--- src/rtl/hwpe_sel_arbiter.sv ---
// Round-robin owner arbiter for the shared HWPE slot: gates hwpe_en_o while the select changes.
// Optional idle-owner watchdog is built when HWPE_SEL_ARBITER_WATCHDOG_EN is defined.
module hwpe_sel_arbiter #(
  parameter int unsigned N_CORES        = 8,
  parameter int unsigned NUM_HWPES      = 2,
  parameter int unsigned SEL_W          = 2,
  parameter int unsigned SWITCH_GAP     = 2,
  parameter int unsigned TIMEOUT_CYCLES = 1024,
  localparam int unsigned OW = (N_CORES > 1) ? $clog2(N_CORES) : 1
) (
  input  logic                            clk,
  input  logic                            rst,
  input  logic [N_CORES-1:0]              req_i,
  input  logic [N_CORES-1:0][SEL_W-1:0]   sel_req_i,
  output logic [N_CORES-1:0]              gnt_o,
  output logic [N_CORES-1:0]              err_o,
  output logic [N_CORES-1:0]              timeout_o,
  input  logic                            hwpe_busy_i,
  output logic                            hwpe_en_o,
  output logic [SEL_W-1:0]                hwpe_sel_o,
  output logic                            owner_valid_o,
  output logic [OW-1:0]                   owner_o
);

  localparam int unsigned GW = $clog2(SWITCH_GAP + 1);

  if (SWITCH_GAP < 1 || SWITCH_GAP > 15) begin : g_bad_gap
    $error("SWITCH_GAP must be within 1..15");
  end
  if (NUM_HWPES < 1 || NUM_HWPES > (1 << SEL_W)) begin : g_bad_hwpes
    $error("NUM_HWPES must be within 1..2**SEL_W");
  end
  if (TIMEOUT_CYCLES < 1) begin : g_bad_timeout
    $error("TIMEOUT_CYCLES must be at least 1");
  end

  typedef enum logic [1:0] {IDLE, SWITCH, OWNED, DRAIN} state_e;

  state_e               state_q, state_d;
  logic [OW-1:0]        ptr_q, ptr_d;
  logic [OW-1:0]        owner_q, owner_d;
  logic [SEL_W-1:0]     sel_q, sel_d;
  logic [GW-1:0]        gap_q, gap_d;
  logic [N_CORES-1:0]   mask_q, mask_d, mask_set;
  logic [N_CORES-1:0]   gnt_q, gnt_d;
  logic [N_CORES-1:0]   err_q, err_d;
  logic                 en_q, en_d;
  logic                 ov_q, ov_d;

  logic [N_CORES-1:0]   elig;
  logic                 win_found;
  logic [OW-1:0]        win_idx;
  logic [OW-1:0]        ptr_nxt;

`ifdef HWPE_SEL_ARBITER_WATCHDOG_EN
  localparam int unsigned WW = $clog2(TIMEOUT_CYCLES + 1);
  logic [WW-1:0]        wd_q, wd_d;
  logic [N_CORES-1:0]   tmo_q, tmo_d;
  logic                 wd_expire;

  assign wd_expire = !hwpe_busy_i && (wd_q == WW'(TIMEOUT_CYCLES - 1));
`endif

  assign elig = req_i & ~mask_q;

  // Scan starts at the pointer and wraps, so the last winner is searched last.
  always_comb begin : arb
    int unsigned idx;
    win_found = 1'b0;
    win_idx   = '0;
    idx       = 0;
    for (int unsigned k = 0; k < N_CORES; k++) begin
      idx = 32'(ptr_q) + k;
      if (idx >= N_CORES) idx = idx - N_CORES;
      if (!win_found && elig[idx[OW-1:0]]) begin
        win_found = 1'b1;
        win_idx   = idx[OW-1:0];
      end
    end
    ptr_nxt = (win_idx == OW'(N_CORES - 1)) ? '0 : win_idx + 1'b1;
  end

  always_comb begin : fsm
    state_d  = state_q;
    ptr_d    = ptr_q;
    owner_d  = owner_q;
    sel_d    = sel_q;
    gap_d    = gap_q;
    mask_set = '0;
    err_d    = '0;
`ifdef HWPE_SEL_ARBITER_WATCHDOG_EN
    tmo_d    = '0;
`endif
    case (state_q)
      IDLE: begin
        if (win_found) begin
          ptr_d = ptr_nxt;
          if (32'(sel_req_i[win_idx]) >= NUM_HWPES) begin
            err_d[win_idx]    = 1'b1;
            mask_set[win_idx] = 1'b1;
          end else begin
            owner_d = win_idx;
            if (sel_req_i[win_idx] == sel_q) begin
              state_d = OWNED;
            end else begin
              sel_d   = sel_req_i[win_idx];
              gap_d   = '0;
              state_d = SWITCH;
            end
          end
        end
      end
      SWITCH: begin
        if (!req_i[owner_q])                      state_d = IDLE;
        else if (gap_q == GW'(SWITCH_GAP - 1))    state_d = OWNED;
        else                                      gap_d   = gap_q + 1'b1;
      end
      OWNED: begin
        if (!req_i[owner_q]) begin
          state_d = hwpe_busy_i ? DRAIN : IDLE;
        end
`ifdef HWPE_SEL_ARBITER_WATCHDOG_EN
        else if (wd_expire) begin
          state_d           = IDLE;
          mask_set[owner_q] = 1'b1;
          tmo_d[owner_q]    = 1'b1;
        end
`endif
      end
      DRAIN: begin
        if (!hwpe_busy_i) state_d = IDLE;
      end
      default: state_d = IDLE;
    endcase

    mask_d = (mask_q | mask_set) & req_i;

    // Outputs follow the current state but already reflect a departure decided this cycle,
    // so enable falls together with entry to IDLE and a later select change sees it low.
    ov_d  = (state_q == OWNED) && (state_d == OWNED);
    gnt_d = '0;
    if (ov_d) gnt_d[owner_q] = 1'b1;
    en_d  = (state_q inside {OWNED, DRAIN}) && (state_d inside {OWNED, DRAIN});
  end

`ifdef HWPE_SEL_ARBITER_WATCHDOG_EN
  always_comb begin : wdog
    wd_d = '0;
    if (state_q == OWNED && state_d == OWNED && !hwpe_busy_i) wd_d = wd_q + 1'b1;
  end
`endif

  always_ff @(posedge clk) begin
    if (rst) begin
      state_q <= IDLE;
      ptr_q   <= '0;
      owner_q <= '0;
      sel_q   <= '0;
      gap_q   <= '0;
      mask_q  <= '0;
      gnt_q   <= '0;
      err_q   <= '0;
      en_q    <= 1'b0;
      ov_q    <= 1'b0;
`ifdef HWPE_SEL_ARBITER_WATCHDOG_EN
      wd_q    <= '0;
      tmo_q   <= '0;
`endif
    end else begin
      state_q <= state_d;
      ptr_q   <= ptr_d;
      owner_q <= owner_d;
      sel_q   <= sel_d;
      gap_q   <= gap_d;
      mask_q  <= mask_d;
      gnt_q   <= gnt_d;
      err_q   <= err_d;
      en_q    <= en_d;
      ov_q    <= ov_d;
`ifdef HWPE_SEL_ARBITER_WATCHDOG_EN
      wd_q    <= wd_d;
      tmo_q   <= tmo_d;
`endif
    end
  end

  assign gnt_o         = gnt_q;
  assign err_o         = err_q;
  assign hwpe_en_o     = en_q;
  assign hwpe_sel_o    = sel_q;
  assign owner_valid_o = ov_q;
  assign owner_o       = owner_q;
`ifdef HWPE_SEL_ARBITER_WATCHDOG_EN
  assign timeout_o     = tmo_q;
`else
  assign timeout_o     = '0;
`endif

endmodule

--- config.mk ---
export PLATFORM = sky130hd
export DESIGN_NAME = hwpe_sel_arbiter
export DESIGN_NICKNAME = d
export VERILOG_FILES = /design/src/rtl/hwpe_sel_arbiter.sv
export SDC_FILE = /design/constraint.sdc
export NUM_CORES = 1
export LEC_CHECK = 0
export BUFFER_PORTS_ARGS = -buffer_cell sky130_fd_sc_hd__buf_2
export CORE_MARGIN = 5
export CORE_UTILIZATION = 40
export CTS_CLUSTER_DIAMETER = 60
export DETAILED_ROUTE_END_ITERATION = 7
export PLACE_DENSITY = 0.7
export SYNTH_ARGS = -nofsm -noshare
export SYNTH_HDL_FRONTEND = slang
export SYNTH_SLANG_ARGS = --single-unit
--- constraint.sdc ---
create_clock -name clk -period 4 [get_ports clk]
set_input_delay 0.8 -clock clk [delete_from_list [all_inputs] [get_ports clk]]
set_output_delay 0.8 -clock clk [all_outputs]
set_load 0.01 [all_outputs]
==> results of run 1 <==
## how the worst max path moves through the flow
stage                          startpoint               endpoint  slack, ps  cells after the start
floorplan                        req_i[4]  gap_q[1]$_SDFFE_PP0P_        -90                     12
global placement                 req_i[1]  gap_q[1]$_SDFFE_PP0P_       -260                     14
detailed placement               req_i[1]  gap_q[1]$_SDFFE_PP0P_       -430                     13
CTS                 ptr_q[0]$_SDFFE_PP0P_  gap_q[1]$_SDFFE_PP0P_          9                     14
global route        ptr_q[0]$_SDFFE_PP0P_  gap_q[1]$_SDFFE_PP0P_       -110                     14
finish              ptr_q[0]$_SDFFE_PP0P_  gap_q[1]$_SDFFE_PP0P_        -10                     13
## report_power, final
group	switching [uW]	total (uW)	internal [uW]	leakage, uW
logic	1400	2840	1440	0.00141
clock network	130	317	186	0.0000524
registers	75.4	527	452	0.000309
total	1600	3680	2080	0.00178
## cell usage in the layout (no fill, tap or decap), types with 3 or more instances in the layout
cell type | Yosys | routed
or4_1 | 4 | 4
o21bai_1 | 3 | 3
nor2b_2 | 0 | 7
nor3_1 | 13 | 13
o211ai_1 | 5 | 5
inv_1 | 13 | 12
clkbuf_8 | 0 | 5
mux4_2 | 13 | 15
nand4b_1 | 3 | 3
dfxtp_1 | 38 | 37
a21o_1 | 3 | 3
mux2i_1 | 21 | 14
nand2b_1 | 11 | 3
nand2b_4 | 0 | 8
mux2i_2 | 0 | 6
a21oi_1 | 10 | 9
ha_1 | 4 | 3
nand2_1 | 10 | 10
nor3b_1 | 7 | 7
o21ai_0 | 4 | 4
or3_1 | 7 | 6
or2_2 | 3 | 3
and3b_1 | 3 | 3
a31oi_1 | 3 | 3
and3_1 | 3 | 3
mux4_1 | 6 | 4
o2111ai_1 | 4 | 4
nor4_1 | 4 | 4
nand3_1 | 6 | 6
o41ai_1 | 3 | 3
nor2_1 | 40 | 40
buf_4 | 9 | 73
conb_1 | 1 | 8
buf_2 | 4 | 49
## cell families after synthesis
family,count (synthesis)
AO/OA/AOI/OAI,61
XOR/XNOR,5
adder cells (fa/ha/maj),4
buffers and inverters,41
flip-flops,38
multiplexers,43
other,1
AND/OR/NAND/NOR,131
## cell type report
class / count / area (sq um) / area share (%)
inverter: 16 / 78.8 / 1.91
multi-input combinational: 252 / 2230 / 53.9
tap: 99 / 124 / 3.00
timing repair buffer: 124 / 833 / 20.2
clock buffer: 7 / 76.3 / 1.85
clock inverter: 1 / 30.0 / 0.727
sequential: 38 / 764 / 18.5
## worst max-delay path, stage by stage, from the launching register on
cell	delay, ps
dfxtp_4	380
ha_1	240
xnor2_2	270
mux4_2	300
mux2i_4	80
or4_4	580
or3_4	410
a21o_1	220
inv_2	110
a2111oi_2	60
and4bb_4	380
mux2_4	310
or4_1	470
a21oi_1	130
## synth_stat cells (all sizes together) (4+ instances only)
master	instances
nor3	13
clkbuf	8
o211ai	5
o2111ai	4
mux2i	21
ha	4
inv	14
mux4	19
dfxtp	38
o21ai	4
nor2b	8
nand3	6
or3	7
a21oi	10
nor4	6
nand2b	11
nor3b	7
nor2	40
buf	17
or4	5
nand2	10
## registers in the layout, summed over array words and instances (netlist names), 2 cells and up
signal      count
gnt_o           8
gap_q           2
err_o           8
ptr_q           3
mask_q          8
hwpe_sel_o      2
owner_o         3
state_q         2
## metal layers
layer	wire length [microns]	share of wire, %	global-route usage [%]	up-vias
met5	0	0	0	-
met4	204	2.2	7.45	0
met3	465	5.1	2.30	18
met2	4670	51	33.9	97
met1	3760	41	23.1	1442
li1	-	-	-	1447
## stage by stage
step	setup TNS, ps	std cells	setup slack, ps	area (sq um)	power [uW]
after floorplan	-87.8	331	-87.8	3150	2240
after global placement	-389	524	-257	3910	3110
after detailed placement	-1030	524	-434	3910	3180
after CTS	0	534	8.58	4070	3590
after global routing	-111	537	-111	4130	3940
final	-9.86	537	-9.86	4130	3680
## timing repair
action                                  CTS  global route
setup buffers                             2             3
endpoints found under the setup margin    1             3
gates resized for setup                  11            13
pin swaps                                 2             2
cloned                                    0             0
==> results.ini, run 1 <==
[global_routing]
grt_pass1_wl_mm = 14.9
globalRouteTotalUtil_pct = 19.0
grt_max_degree = 27
overflow = 0
antenna_found_initial = 0
grt_pass1_vias = 3044

[placement]
gp_congestion = 0.933
port_buffers = 49
place_hpwl_mm = 7.30

[route]
drtIter0Drc = 196
postRouteAntennaNets = 0
dr.pass1.iters = 4
wl_per_cell_microns = 16.9
post-route-drc-count = 0
via_count = 3004
viasPerCell = 5.59
routed_wl_mm = 9.09

[floorplan]
die_area_sq_mm = 0.00938
io_pins = 58
core.rowCount = 31
die_y_microns = 96.8
initial_utilization_pct = 41.4
core-area_sq_mm = 0.00729
fp.dieW_microns = 96.8

[timing]
final-hold-violation-count = 0
holdWs_ps = 492
max-slew-margin-rel_pct = 60.5
worst_slack_ps = -9.86
rsz0062_at_grt = yes
setup_viol = 1
fin_skew_ps = 3.37
finalCritPeriodShare_pct = 100
tightest_slew_ps = 588
finalCriticalPeriod_ps = 4010
slew_violations = 0
fmax_ghz = 0.249

[critical_path]
critPathKind = reg -> reg
r2r_setup_slack_ps = -10
crit_fanout = 5
crit-reg2reg-capture = gap_q[1]$_SDFFE_PP0P_
r2r-start = ptr_q[0]$_SDFFE_PP0P_
r2r_cells = 13
cp_data_arrival_time_ps = 4240
cp.required_ps = 4230
end_kind = register
critPathLaunchType = register

[synthesis]
synth_cells = 324
ys_ff_latch = 38
syn_area_sq_mm = 0.00302
synth.top_cell.area_share_pct = 25.2
ys_types = 70
yosysTopAreaCell = dfxtp_1
synth_fa_ha_area_share_pct = 1.66
synth-edff-count = 0
yosys.area_share.xor_xnor_pct = 1.70
synth.avg_cell_area_sq_um = 9.31
synth_ff_type = dfxtp_1
synth_compound_area_share_pct = 15.7
synth-simple-area-share_pct = 24.8
synthMuxAreaShare_pct = 23.1
ys_warn_count = 0
async_reset_ff_share_pct = 0
synth_area_leaders = dfxtp_1 (25%), mux4_2 (9.7%), mux2i_1 (7.0%), mux4_1 (5.2%), nor2_1 (5.0%)
synth_top_family_by_area = simple AND/OR/NAND/NOR gates
ys_seq_area_share_pct = 25.2

[status]
violations = negative setup slack
status = finished, violations left

[clock_tree]
clock_sinks = 38
clockRootBuffer = clkbuf_8
cts_max_level = 2
cts_tree = done
cts_buffers = 5
ctsHoldBuffers = 0
clockBufferDepth = 2
clk_pin_slew_ps = 70
worstSkewPairLatency_ps = 290

[power]
power_density_mw_per_mm2 = 891
peakVddDrop_mv = 0.601
power_leakage_uw = 0.00178

[final_layout]
fillers = 680
drive_gt1_share_pct = 44.5
syn2layout_area_growth_pct = 37.0
utilization_pct = 56.7
diodes = 0
nets = 468

[hold_path]
whs_path_depth = 2
hold_path_class = reg -> reg
hold_end = gap_q[1]$_SDFFE_PP0P_
hp-start = gap_q[1]$_SDFFE_PP0P_

[flow_run]
cap_violations = 0

(Power assumes the default switching activity.)
==> inputs of run 2 (changes only) <==
--- a/config.mk
+++ b/config.mk
@@ -10,7 +10,6 @@
 export CORE_UTILIZATION = 40
 export CTS_CLUSTER_DIAMETER = 60
 export DETAILED_ROUTE_END_ITERATION = 7
-export PLACE_DENSITY = 0.7
 export SYNTH_ARGS = -nofsm -noshare
 export SYNTH_HDL_FRONTEND = slang
 export SYNTH_SLANG_ARGS = --single-unit
==> run 2 against run 1 <==
  * The flow now finishes without violations
  * Via count up 2.4%
  * Core utilization up 1.8 points
  * Die area stayed put
  * Wire length up 6.8%
  * Hold slack gained 13 ps
  * Combinational power up 11%
  * Count of clock-buffer cells in the layout is 1 lower
  * Register-to-register slack better by 20 ps
  * Sequential power rose by 1%
  * Largest cell class unchanged
  * Worst setup slack gained 22 ps
  * Final cell count is 0.93% higher
  * Critical path type is now in -> reg
  * Clock skew up 8.7 ps
==> results.ini, run 2 (synthesis results as in run 1) <==
[critical_path]
r2r_setup_slack_ps = 10  ; +20 ps
crit_family = simple AND/OR/NAND/NOR gates
cp_common_cell = or4_4
cp.required_ps = 4240  ; about the same
critPathKind = in -> reg
crit_chain = buf_2 > nand2b_4 > mux2i_1 > mux4_2 > or4_4 > or3_4 > a21o_4 > inv_2 > a2111oi_2 > and4bb_4 > mux2_4 > or4_4 > a21oi_2
cp_data_arrival_time_ps = 4220  ; -20 ps
end_kind = register
worst-path-buf-inv = 2  ; +1
crit_fanout = 6  ; +1
critPathLaunchType = input pin
crit_path_max_incr_delay_ps = 570  ; about the same
cp_slowest_cell = or4_4

[floorplan]
core.rowCount = 31  ; unchanged
die_y_microns = 96.8  ; unchanged
io_pins = 58  ; unchanged
fp.dieW_microns = 96.8  ; unchanged
die_area_sq_mm = 0.00938  ; unchanged
initial_utilization_pct = 41.4  ; unchanged
core-area_sq_mm = 0.00729  ; unchanged

[timing]
finalCriticalPeriod_ps = 3990  ; -21.5 ps
slew_violations = 0  ; unchanged
tightest_slew_ps = 608  ; +19.5 ps
finalCritPeriodShare_pct = 99.7  ; -0.54 points
rsz0062_at_grt = yes
max-slew-margin-rel_pct = 59.0  ; -1.5 points
setup_viol = 0  ; -1
fmax_ghz = 0.251  ; +0.54%
final-hold-violation-count = 0  ; unchanged
fin_skew_ps = 12.0  ; +8.65 ps

[placement]
gp_congestion = 0.977  ; +4.7%
place_hpwl_mm = 7.58  ; +3.8%
post-place-cells = 521  ; -0.57%
port_buffers = 49  ; unchanged

[route]
routed_wl_mm = 9.71  ; +6.8%
wl_per_cell_microns = 17.9  ; +5.8%
viasPerCell = 5.68  ; +1.5%
postRouteAntennaNets = 0  ; unchanged
dr.pass1.iters = 4  ; unchanged
post-route-drc-count = 0  ; unchanged
via_count = 3077  ; +2.4%
drtIter0Drc = 206  ; +5.1%

[clock_tree]
ctsHoldBuffers = 0  ; unchanged
cts_tree = done
clockRootBuffer = clkbuf_8
clockBufferDepth = 2  ; unchanged
cts_buffers = 5  ; unchanged
worstSkewPairLatency_ps = 300  ; about the same
clk_pin_slew_ps = 80  ; about the same
clock_sinks = 38  ; unchanged
cts_max_level = 2  ; unchanged

[global_routing]
antenna_found_initial = 0  ; unchanged
grt_pass1_vias = 3043  ; -0.033%
grt_pass1_wl_mm = 15.2  ; +2.4%
globalRouteTotalUtil_pct = 19.7  ; +0.71 points
grt_max_degree = 27  ; unchanged
overflow = 0  ; unchanged

[final_layout]
fillers = 674  ; -0.88%
diodes = 0  ; unchanged
final_common_cell = buf_4
syn2layout_area_growth_pct = 41.4
drive_gt1_share_pct = 47.2  ; +2.7 points
layoutNonFillerInstCount = 542  ; +0.93%
layout_common_cells = buf_4 (78), buf_2 (45), nor2_1 (39)
nets = 473  ; +1.1%

[power]
p_total_uw = 3950  ; +7.2%
peakVddDrop_mv = 0.485  ; -19%
power_leakage_uw = 0.00183  ; +3.0%
power_density_mw_per_mm2 = 926  ; +3.9%

[status]
status = finished clean

[flow_run]
cap_violations = 0  ; unchanged

[hold_path]
hold_path_class = reg -> reg

==> run 2: cell types whose count changed in the layout (fill, tap and decap cells not counted), moves of 2 or more <==
cell      delta
dfxtp_1      -2
clkbuf_1     -2
buf_2        -4
buf_4        +5
buf_6        +4
nor2b_4      +2
dfxtp_2      +2
==> run 2: layout make-up <==
| type | count | area, sq um | area share (%) |
|---|---|---|---|
| Inverter | 16 | 80.1 | 1.88 |
| Clock buffer | 6 | 82.6 | 1.94 |
| Timing Repair Buffer | 129 | 896 | 21.0 |
| Clock inverter | 2 | 12.5 | 0.293 |
| Tap cell | 99 | 124 | 2.90 |
| Sequential cell | 38 | 767 | 18.0 |
| Multi-Input combinational cell | 252 | 2300 | 54.0 |
==> run 2: through the flow <==
step	setup slack, ps	TNS, ps	cell area, sq um	util [%]	hold WS, ps
3_5_place_dp	-413	-1420	3880	53.3	485
5_1_grt	-120	-137	4270	58.5	534
3_3_place_gp	-326	-1000	3880	53.3	477
6_report	11.7	0	4270	58.5	504
4_1_cts	0.947	0	4020	55.1	496
2_1_floorplan	-87.8	-87.8	3150	-	454
==> run 2: power by group <==
group	internal, uW	switching [uW]
Sequential	453	80.5
Combinational	1620	1520
Clock	139	139
==> run 2: timing repair <==
action	CTS	global route
pin swaps	0	15
resized for setup	11	37
endpoints found under the hold margin	0	0
setup buffers	0	13
endpoints found under the setup margin	1	5
==> run 2: worst paths after layout <==
check	cells after the start	startpoint	to
worst max-delay path	13	req_i[2]	gap_q[1]$_SDFFE_PP0P_
worst min-delay path	2	gap_q[0]$_SDFFE_PP0P_	gap_q[0]$_SDFFE_PP0P_
worst max register to register	14	ptr_q[0]$_SDFFE_PP0P_	gap_q[1]$_SDFFE_PP0P_
worst min register to register	2	gap_q[0]$_SDFFE_PP0P_	gap_q[0]$_SDFFE_PP0P_
==> run 2: worst reg2reg max path: stages, from the launching register on <==
cell	delay [ps]
dfxtp_4	390
buf_12	120
clkinv_8	60
buf_12	130
mux2i_2	150
mux4_2	520
or4_4	580
or3_4	350
a21o_4	230
inv_2	80
a2111oi_2	50
and4bb_4	340
mux2_4	300
or4_4	480
a21oi_2	140
==> run 2: per-layer routing <==
metal | global-route usage [%] | vias up | wire, microns
met4 | 8.86 | 0 | 334
met2 | 32.7 | 108 | 4780
met1 | 25.7 | 1483 | 4130
li1 | - | 1457 | -
met5 | 0 | - | 0
met3 | 2.09 | 29 | 471
